$ cat src/rtl/line_pixel_writer_if.sv
// Pixel stream input and framebuffer write port of line_pixel_writer.
// The master side is the line generator / framebuffer owner; the slave side is the writer.
interface line_pixel_writer_if #(
   parameter int COLOR_W = 4,
   parameter int ADDR_W  = 16
);
   logic               data_valid_in;
   logic signed [31:0] x_in;
   logic signed [31:0] y_in;
   logic [COLOR_W-1:0] color_in;
   logic               ready_out;
   logic               clear_in;
   logic               busy_out;
   logic [ADDR_W-1:0]  fb_addr_out;
   logic [COLOR_W-1:0] fb_data_out;
   logic               fb_we_out;
   logic [15:0]        dropped_count_out;

   modport master (
      output data_valid_in, x_in, y_in, color_in, clear_in,
      input  ready_out, busy_out, fb_addr_out, fb_data_out, fb_we_out, dropped_count_out
   );

   modport slave (
      input  data_valid_in, x_in, y_in, color_in, clear_in,
      output ready_out, busy_out, fb_addr_out, fb_data_out, fb_we_out, dropped_count_out
   );
endinterface

$ cat src/rtl/line_pixel_writer.sv
// Clips a signed pixel stream to the visible frame, queues visible pixels in a small FIFO
// and writes them one per cycle into a framebuffer; also sweeps the whole frame on clear.
module line_pixel_writer #(
   parameter int H_RES       = 320,
   parameter int V_RES       = 180,
   parameter int COLOR_W     = 4,
   parameter int DEPTH       = 8,
   parameter int CLEAR_COLOR = 0
) (
   input logic                clk_in,
   input logic                rst_in,
   line_pixel_writer_if.slave pix
);
   localparam int                   ADDR_W    = $clog2(H_RES * V_RES);
   localparam int                   PTR_W     = $clog2(DEPTH);
   localparam int                   ENTRY_W   = 2 * ADDR_W + COLOR_W;
   localparam logic [ADDR_W-1:0]    LAST_ADDR = ADDR_W'(H_RES * V_RES - 1);
   localparam logic [ADDR_W-1:0]    H_RES_A   = ADDR_W'(H_RES);
   localparam logic [ADDR_W-1:0]    ADDR_ONE  = ADDR_W'(1);
   localparam logic [PTR_W:0]       PTR_ONE   = (PTR_W + 1)'(1);
   localparam logic [COLOR_W-1:0]   CLEAR_VAL = COLOR_W'(CLEAR_COLOR);

   typedef enum logic [0:0] {
      ST_DRAW  = 1'b0,
      ST_CLEAR = 1'b1
   } state_t;

   state_t              r_state;
   state_t              w_state_nxt;

   logic [ENTRY_W-1:0]  r_mem [DEPTH];
   logic [PTR_W:0]      r_wr_ptr;
   logic [PTR_W:0]      r_rd_ptr;
   logic [ADDR_W-1:0]   r_clr_addr;
   logic [ADDR_W-1:0]   r_fb_addr;
   logic [COLOR_W-1:0]  r_fb_data;
   logic                r_fb_we;
   logic [15:0]         r_drop_cnt;

   logic                w_empty;
   logic                w_full;
   logic                w_ready;
   logic                w_accept;
   logic                w_in_range;
   logic                w_push;
   logic                w_drop;
   logic                w_pop;
   logic                w_clear_req;
   logic                w_clear_last;
   logic [ADDR_W-1:0]   w_head_x;
   logic [ADDR_W-1:0]   w_head_y;
   logic [COLOR_W-1:0]  w_head_color;
   logic [ADDR_W-1:0]   w_pop_addr;

   // Extra pointer bit distinguishes a full FIFO from an empty one.
   assign w_empty      = (r_wr_ptr == r_rd_ptr);
   assign w_full       = (r_wr_ptr[PTR_W] != r_rd_ptr[PTR_W]) &&
                         (r_wr_ptr[PTR_W-1:0] == r_rd_ptr[PTR_W-1:0]);
   assign w_clear_req  = (r_state == ST_DRAW) && pix.clear_in;
   assign w_ready      = (r_state == ST_DRAW) && !w_full && !pix.clear_in;
   assign w_accept     = pix.data_valid_in && w_ready;
   assign w_in_range   = (pix.x_in >= 32'sd0) && (pix.x_in < H_RES) &&
                         (pix.y_in >= 32'sd0) && (pix.y_in < V_RES);
   assign w_push       = w_accept && w_in_range;
   assign w_drop       = w_accept && !w_in_range;
   assign w_pop        = (r_state == ST_DRAW) && !w_empty && !pix.clear_in;
   assign w_clear_last = (r_clr_addr == LAST_ADDR);

   assign {w_head_x, w_head_y, w_head_color} = r_mem[r_rd_ptr[PTR_W-1:0]];
   // Coordinates are already clipped, so the product never exceeds the frame size.
   assign w_pop_addr = w_head_y * H_RES_A + w_head_x;

   always_ff @(posedge clk_in or negedge rst_in) begin
      if (!rst_in) begin
         r_state <= ST_DRAW;
      end else begin
         r_state <= w_state_nxt;
      end
   end

   always_comb begin
      w_state_nxt = r_state;
      case (r_state)
         ST_DRAW: begin
            if (pix.clear_in) w_state_nxt = ST_CLEAR;
            else              w_state_nxt = ST_DRAW;
         end
         ST_CLEAR: begin
            if (w_clear_last) w_state_nxt = ST_DRAW;
            else              w_state_nxt = ST_CLEAR;
         end
         default: w_state_nxt = ST_DRAW;
      endcase
   end

   always_ff @(posedge clk_in) begin
      if (w_push) begin
         r_mem[r_wr_ptr[PTR_W-1:0]] <= {pix.x_in[ADDR_W-1:0], pix.y_in[ADDR_W-1:0], pix.color_in};
      end
   end

   // Entering clear discards whatever is still queued.
   always_ff @(posedge clk_in or negedge rst_in) begin
      if (!rst_in) begin
         r_wr_ptr <= '0;
         r_rd_ptr <= '0;
      end else if (w_clear_req) begin
         r_wr_ptr <= '0;
         r_rd_ptr <= '0;
      end else begin
         if (w_push) r_wr_ptr <= r_wr_ptr + PTR_ONE;
         if (w_pop)  r_rd_ptr <= r_rd_ptr + PTR_ONE;
      end
   end

   always_ff @(posedge clk_in or negedge rst_in) begin
      if (!rst_in) begin
         r_clr_addr <= '0;
      end else if (r_state == ST_CLEAR) begin
         r_clr_addr <= w_clear_last ? '0 : (r_clr_addr + ADDR_ONE);
      end else begin
         r_clr_addr <= '0;
      end
   end

   always_ff @(posedge clk_in or negedge rst_in) begin
      if (!rst_in) begin
         r_fb_we   <= 1'b0;
         r_fb_addr <= '0;
         r_fb_data <= '0;
      end else if (r_state == ST_CLEAR) begin
         r_fb_we   <= 1'b1;
         r_fb_addr <= r_clr_addr;
         r_fb_data <= CLEAR_VAL;
      end else if (w_pop) begin
         r_fb_we   <= 1'b1;
         r_fb_addr <= w_pop_addr;
         r_fb_data <= w_head_color;
      end else begin
         r_fb_we   <= 1'b0;
      end
   end

   always_ff @(posedge clk_in or negedge rst_in) begin
      if (!rst_in) begin
         r_drop_cnt <= 16'h0000;
      end else if (w_drop && (r_drop_cnt != 16'hFFFF)) begin
         r_drop_cnt <= r_drop_cnt + 16'h0001;
      end else begin
         r_drop_cnt <= r_drop_cnt;
      end
   end

   assign pix.ready_out         = w_ready;
   assign pix.busy_out          = (r_state == ST_CLEAR) || !w_empty || r_fb_we;
   assign pix.fb_we_out         = r_fb_we;
   assign pix.fb_addr_out       = r_fb_addr;
   assign pix.fb_data_out       = r_fb_data;
   assign pix.dropped_count_out = r_drop_cnt;
endmodule
$ cat src/flat_wrapper.sv
// flat-port wrapper written by rule: the top's interface ports become plain ports
module line_pixel_writer_flat 
#(
   parameter int H_RES       = 320,
   parameter int V_RES       = 180,
   parameter int COLOR_W     = 4,
   parameter int DEPTH       = 8,
   parameter int CLEAR_COLOR = 0
)
  (clk_in, rst_in, pix_data_valid_in, pix_x_in, pix_y_in, pix_color_in, pix_clear_in, pix_ready_out, pix_busy_out, pix_fb_addr_out, pix_fb_data_out, pix_fb_we_out, pix_dropped_count_out);
  line_pixel_writer_if #(.COLOR_W(COLOR_W)) pix_i ();
  input logic clk_in;
  input logic rst_in;
  input wire logic [$bits(pix_i.data_valid_in)-1:0] pix_data_valid_in;
  input wire logic [$bits(pix_i.x_in)-1:0] pix_x_in;
  input wire logic [$bits(pix_i.y_in)-1:0] pix_y_in;
  input wire logic [$bits(pix_i.color_in)-1:0] pix_color_in;
  input wire logic [$bits(pix_i.clear_in)-1:0] pix_clear_in;
  output wire logic [$bits(pix_i.ready_out)-1:0] pix_ready_out;
  output wire logic [$bits(pix_i.busy_out)-1:0] pix_busy_out;
  output wire logic [$bits(pix_i.fb_addr_out)-1:0] pix_fb_addr_out;
  output wire logic [$bits(pix_i.fb_data_out)-1:0] pix_fb_data_out;
  output wire logic [$bits(pix_i.fb_we_out)-1:0] pix_fb_we_out;
  output wire logic [$bits(pix_i.dropped_count_out)-1:0] pix_dropped_count_out;
  assign pix_i.data_valid_in = pix_data_valid_in;
  assign pix_i.x_in = pix_x_in;
  assign pix_i.y_in = pix_y_in;
  assign pix_i.color_in = pix_color_in;
  assign pix_i.clear_in = pix_clear_in;
  assign pix_ready_out = pix_i.ready_out;
  assign pix_busy_out = pix_i.busy_out;
  assign pix_fb_addr_out = pix_i.fb_addr_out;
  assign pix_fb_data_out = pix_i.fb_data_out;
  assign pix_fb_we_out = pix_i.fb_we_out;
  assign pix_dropped_count_out = pix_i.dropped_count_out;
  line_pixel_writer #(.H_RES(H_RES), .V_RES(V_RES), .COLOR_W(COLOR_W), .DEPTH(DEPTH), .CLEAR_COLOR(CLEAR_COLOR)) u_core (.clk_in(clk_in), .rst_in(rst_in), .pix(pix_i));
endmodule
$ cat config.mk
export PLATFORM = sky130hd
export DESIGN_NAME = line_pixel_writer_flat
export DESIGN_NICKNAME = d
export VERILOG_FILES = /design/src/rtl/line_pixel_writer_if.sv /design/src/rtl/line_pixel_writer.sv /design/src/flat_wrapper.sv
export SDC_FILE = /design/constraint.sdc
export NUM_CORES = 1
export LEC_CHECK = 0
export CORE_MARGIN = 3
export CORE_UTILIZATION = 40
export CTS_CLUSTER_DIAMETER = 60
export CTS_CLUSTER_SIZE = 25
export DETAILED_ROUTE_END_ITERATION = 12
export PLACE_DENSITY = 0.67
export SYNTH_ARGS = -nofsm -noshare
export SYNTH_HDL_FRONTEND = slang
export SYNTH_SLANG_ARGS = --single-unit
$ cat constraint.sdc
create_clock -name clk_in -period 5.1 [get_ports clk_in]
set_clock_uncertainty 0.1 [all_clocks]
set_input_delay 1.02 -clock clk_in [delete_from_list [all_inputs] [get_ports clk_in]]
set_output_delay 1.02 -clock clk_in [all_outputs]
set_load 0.05 [all_outputs]
== After elaboration in Yosys (flattened, before gate mapping) ==
Memory sizes are Yosys's and may differ from the RTL's.
Cells that the tools add are included.

* Bits in registers: 62
* RAM bits: 288
* Bits of input ports: 72
* Logic and storage cells: 64
* Memories kept: 1

* Add/subtract/negate cells: 5
* Multipliers: 1
* $lt $le $gt $ge: 4
* Equal/unequal tests: 5
* Muxes and demuxes: 17
* Bitwise logic cells: 1
* Reductions and logical operators: 22

{| class="wikitable"
|+ Memory list
! name !! words !! width !! rd ports !! clocked after memory_dff !! write ports !! line !! text
|-
| u_core.r_mem || 8 || 36 || 1 || 0 || 1 || line_pixel_writer.sv:31 || <nowiki>logic [ENTRY_W-1:0] r_mem [DEPTH];</nowiki>
|}

{| class="wikitable"
|+ Operators with widths
! kind !! count
|-
| 32-bit by 1-bit >= comparator with 1-bit output, second input constant || 2
|-
| 16-bit two-way mux || 4
|-
| 16-bit by 1-bit adder with 16-bit output, second input constant || 2
|-
| 32-bit by 10-bit < comparator with 1-bit output, second input constant || 1
|-
| 32-bit by 9-bit < comparator with 1-bit output, second input constant || 1
|-
| 4-bit two-way mux || 6
|-
| 16-bit adder || 1
|-
| 16-bit equality test, second input constant || 1
|-
| 16-bit by 3-bit multiplier with 10-bit output, second input constant || 1
|-
| 16-bit != test, second input constant || 1
|-
| 1-bit logical AND || 13
|-
| 4-bit by 1-bit adder with 4-bit output, second input constant || 2
|-
| 1-bit two-way mux || 6
|-
| 2-bit nonzero test || 3
|-
| 4-bit equality test || 1
|-
| 1-bit zero test || 4
|-
| 3-bit equality test || 1
|-
| 1-bit logical OR || 2
|-
| 1-bit case mux with 2 select lines || 1
|-
| 1-bit != test || 1
|-
| 1-bit NOT || 1
|}

== Longest topological paths before layout ==
* Depth in word-level cells: 9
* Mapped depth: 19

== Least setup slack after synthesis ==
Ideal clock, no wire load.

* Path type: input to register
* Start point: input pix_clear_in
* End point: memory u_core.r_mem[1][0] in the netlist's numbering, enable pin
* Library setup time: 494 ps
* Arrival: 5,219 ps
* Data required time: 4,506 ps
* Slack: -713 ps
* Stages on the path: 4
* Buffers on the path: 0
* Cell sequence: or2_1 a41oi_2 nand4_1 nor4_1

* Word-level cells in the longest chain between the ends: 6

{| class="wikitable"
|+ RTL lines
! element !! line !! text
|-
| from (decl) || flat_wrapper.sv:18 || <nowiki>input wire logic [$bits(pix_i.clear_in)-1:0] pix_clear_in;</nowiki>
|-
| 1-bit zero test || line_pixel_writer.sv:60 || <nowiki>assign w_ready = (r_state == ST_DRAW) && !w_full && !pix.clear_in;</nowiki>
|-
| 1-bit logical AND || line_pixel_writer.sv:60 ||
|-
| named net pix_ready_out || flat_wrapper.sv:19 || <nowiki>output wire logic [$bits(pix_i.ready_out)-1:0] pix_ready_out;</nowiki>
|-
| 1-bit logical AND || line_pixel_writer.sv:61 || <nowiki>assign w_accept = pix.data_valid_in && w_ready;</nowiki>
|-
| 1-bit logical AND || line_pixel_writer.sv:64 || <nowiki>assign w_push = w_accept && w_in_range;</nowiki>
|-
| 1-bit two-way mux || line_pixel_writer.sv:97 || <nowiki>if (w_push) begin</nowiki>
|-
| 1-bit two-way mux (not written as such) || line_pixel_writer.sv:98 || <nowiki>r_mem[r_wr_ptr[PTR_W-1:0]] <= {pix.x_in[ADDR_W-1:0], pix.y_in[ADDR_W-1:0], pix.color_in};</nowiki>
|-
| to (decl) || line_pixel_writer.sv:31 ||
|}

The timed path passes the listed nets, and every way through them passes these cells.

== Worst setup path after layout ==
* Start point: register u_core.r_rd_ptr[1]
* End point: output pix_busy_out

* Word-level cells in the longest chain between the ends: 4

{| class="wikitable"
|+ RTL lines
! element !! line !! text
|-
| from (decl) || line_pixel_writer.sv:33 || <nowiki>logic [PTR_W:0] r_rd_ptr;</nowiki>
|-
| from (signal assigned) || line_pixel_writer.sv:112 || <nowiki>if (w_pop) r_rd_ptr <= r_rd_ptr + PTR_ONE;</nowiki>
|-
| 4-bit equality test || line_pixel_writer.sv:56 || <nowiki>assign w_empty = (r_wr_ptr == r_rd_ptr);</nowiki>
|-
| 1-bit zero test || line_pixel_writer.sv:155 || <nowiki>assign pix.busy_out = (r_state == ST_CLEAR) || !w_empty || r_fb_we;</nowiki>
|-
| 1-bit logical OR (2 in a row) || line_pixel_writer.sv:155 ||
|-
| to (decl) || flat_wrapper.sv:20 || <nowiki>output wire logic [$bits(pix_i.busy_out)-1:0] pix_busy_out;</nowiki>
|}

Every way passes these cells.

==> results.cfg <==
[cts]
cts_buffer_depth = 3
cts_made_buffers = 25
ctsResizeCount = 0
cts.sinks = 302
post_cts_buffers = 0
ctsHoldBuffers = 0
cts_tree = yes
h-tree-depth = 1
path_clk_slew_ns = 0.08
clock_latency_ns = 0.56
root_buffer = clkbuf_16

[synth]
ys_async_sr_fraction = 0.205
synth_area_leaders = edfxtp_1, dfrtp_1, mux4_2
synth.yosys.seq_area_share = 0.694
ys_ff_latch = 302
yosys-top-cells-count = edfxtp_1, dfrtp_1, mux4_2
postSynthCellCount = 722
synth_cell_types = 53
synth_top_cell_by_area = edfxtp_1
synth_edf_count = 240
syn_area_per_cell_sq_um = 17.5
synth_top_area_frac = 0.571
synth_fp_nets = 822
yosysMostFrequentCell = edfxtp_1
ys_warn_count = 0
syn-cell-area_sq_um = 12600
synth_top_flop_cell = edfxtp_1

[timing]
drv_slew = 0
hold_violations = 0
min_period_ns = 4.43
layout_worst_path_cycle_share = 0.868
whs_ns = 0.388
report.final.setup_viol = 0
worst_slack_ns = 0.674
worst_pin_slew_ns = 1.01
relSlewSlack = 0.323
finalSetupTns_ns = 0
max_freq_ghz = 0.226
rsz0062_at_grt = false

[floorplan]
coreArea_sq_um = 30800
die_w_microns = 184
die_area_sq_um = 33700
initial_utilization = 0.409
io_pins = 111
rows = 64
die_h_microns = 184

[outcome]
status = finished, final reports clean

[final_layout]
area_growth_pct = 20.6
nets = 953
fillCellCount = 2545
layout-drive-gt1-share = 0.182
final_area_sq_um = 15200
fin_util = 0.494

[place]
gp_congestion = 0.758
place_area_sq_um = 14300
post-place-ws_ns = 0.0242
io_buffers = 110
dp_hpwl_microns = 17500

[power]
p_sw_uw = 1110
internal-power_uw = 3750
p_leak_uw = 0.00525
powerDensity_nw_per_um2 = 320
p_seq_frac = 0.547
pwr-share-clk = 0.408
combPwrFrac = 0.044
irDropWorstVdd_v = 0.000208
swShare = 0.228

[detailed_routing]
drc = 0
drt_wl_total_microns = 26000
postRouteAntennaNets = 0
num_vias = 6708
routedWlPerCell_microns = 20.5
detail_route.first_pass.iterations = 4
first_iter_violations = 628
vias_per_cell = 5.29

[global_route]
first_global_vias = 6959
track_usage = 0.156
grt_antenna_before_repair = 0
grt_pass1_wl_microns = 40700
gr-total-overflow = 0
grt_max_degree = 35

[setup_path]
critical_path_peak_fanout = 34
crit_chain = buf_4, xnor2_1, nand3_1, nor3_1, nand2b_1, clkdlybuf4s50_1
crit_slowest_cell = clkdlybuf4s50_1
end_kind = primary output
arrival_ns = 3.31
critPathMaxStageDelay_ns = 0.71
critPathRequiredTime_ns = 3.98
crit_path_start_kind = flop
path_class = flop to primary output

[worst_hold_path]
hp-class = flop to flop

[run]
cap_violations = 0
registers in the layout, summed over array words and instances, names as in the netlist:
signal	count
u_core.pix.fb_data_out	4
u_core.pix.fb_addr_out	16
u_core.r_wr_ptr	4
u_core.r_clr_addr	16
u_core.pix.dropped_count_out	16
u_core.r_mem	240
u_core.pix.fb_we_out	1
u_core.r_state	1
u_core.r_rd_ptr	4
power by group through the flow:
stage | Combinational, uW | Clock [uW] | Sequential, uW
after detailed placement | 219 | 0 | 2720
final | 216 | 1990 | 2660
after floorplan | 104 | 0 | 2720
after CTS | 220 | 2040 | 2660
after global placement | 217 | 0 | 2720
after global routing | 240 | 2140 | 2660
kinds of logic after synthesis:
group | Yosys count | share of synthesized area
multiplexers | 89 | 0.130
AO/OA/AOI/OAI | 61 | 0.0339
buffers and inverters | 46 | 0.0157
adder cells (fa/ha/maj) | 28 | 0.0289
flip-flops | 302 | 0.694
XOR/XNOR | 54 | 0.0381
AND/OR/NAND/NOR | 142 | 0.0594
worst max-delay path, delay by kind of cell (launching register included):
kind / cells / cell delay (ns)
buffers and inverters: 2 / 1.24
xor gates and xnor gates: 1 / 0.22
and+or+nand+nor: 3 / 0.63
DFF: 1 / 0.66
routing by layer:
metal | global-route usage | wire [microns]
met5 | 0 | 0
met1 | 0.228 | 12000
met3 | 0.0261 | 1390
met4 | 0.0289 | 355
met2 | 0.252 | 12200
through the flow:
| stage | power (uW) | instances |
|---|---|---|
| 6_report | 4870 | 1269 |
| 5_1_grt | 5050 | 1268 |
| 4_1_cts | 4930 | 1268 |
| 3_5_place_dp | 2940 | 1222 |
| 3_3_place_gp | 2940 | 1222 |
| 2_1_floorplan | 2820 | 722 |
path summary, 6_finish.rpt:
path,from,slack (ns),cells after the start,endpoint
min in group asynchronous,rst_in,0.49,1,u_core.pix.fb_data_out[1]
worst min register to register,u_core.pix.fb_data_out[3],0.39,2,u_core.pix.fb_data_out[3]
max in group asynchronous,rst_in,3.50,2,u_core.pix.dropped_count_out[2]
worst max-delay path,u_core.r_rd_ptr[1],0.67,6,pix_busy_out
worst min-delay path,u_core.pix.fb_data_out[3],0.39,2,u_core.pix.fb_data_out[3]
worst max register to register,u_core.r_rd_ptr[0],0.92,15,u_core.pix.fb_addr_out[15]
placed cells by master, fill, tap and decap left out, types with 4 or more instances in the layout:
| cell type | instances |
|---|---|
| a21o_1 | 5 |
| clkbuf_16 | 25 |
| nand3_1 | 12 |
| nand4_1 | 9 |
| mux2i_1 | 14 |
| a21oi_1 | 10 |
| inv_1 | 17 |
| nand2_1 | 29 |
| edfxtp_1 | 240 |
| nor2_1 | 35 |
| mux4_2 | 58 |
| clkdlybuf4s50_1 | 109 |
| a221o_1 | 10 |
| xnor2_1 | 38 |
| xor2_1 | 15 |
| nor2b_1 | 4 |
| o21ai_0 | 19 |
| ha_1 | 26 |
| a22oi_1 | 5 |
| dfrtp_1 | 60 |
| inv_8 | 5 |
| and3_1 | 7 |
| mux2_2 | 16 |
| nor4_1 | 12 |
| nor3_1 | 8 |
| buf_4 | 21 |
area by class of cell:
type / count / area, sq um / area share
antenna: 1 / 2.50 / 0.000164
clock buffer: 26 / 629 / 0.0414
clock inverter: 20 / 240 / 0.0158
inverter: 17 / 63.8 / 0.00419
multi-input combinational: 374 / 3730 / 0.245
sequential: 302 / 8760 / 0.576
tap: 396 / 495 / 0.0326
timing repair buffer: 133 / 1290 / 0.0850
Note: power is estimated with default switching activity, not from simulation.
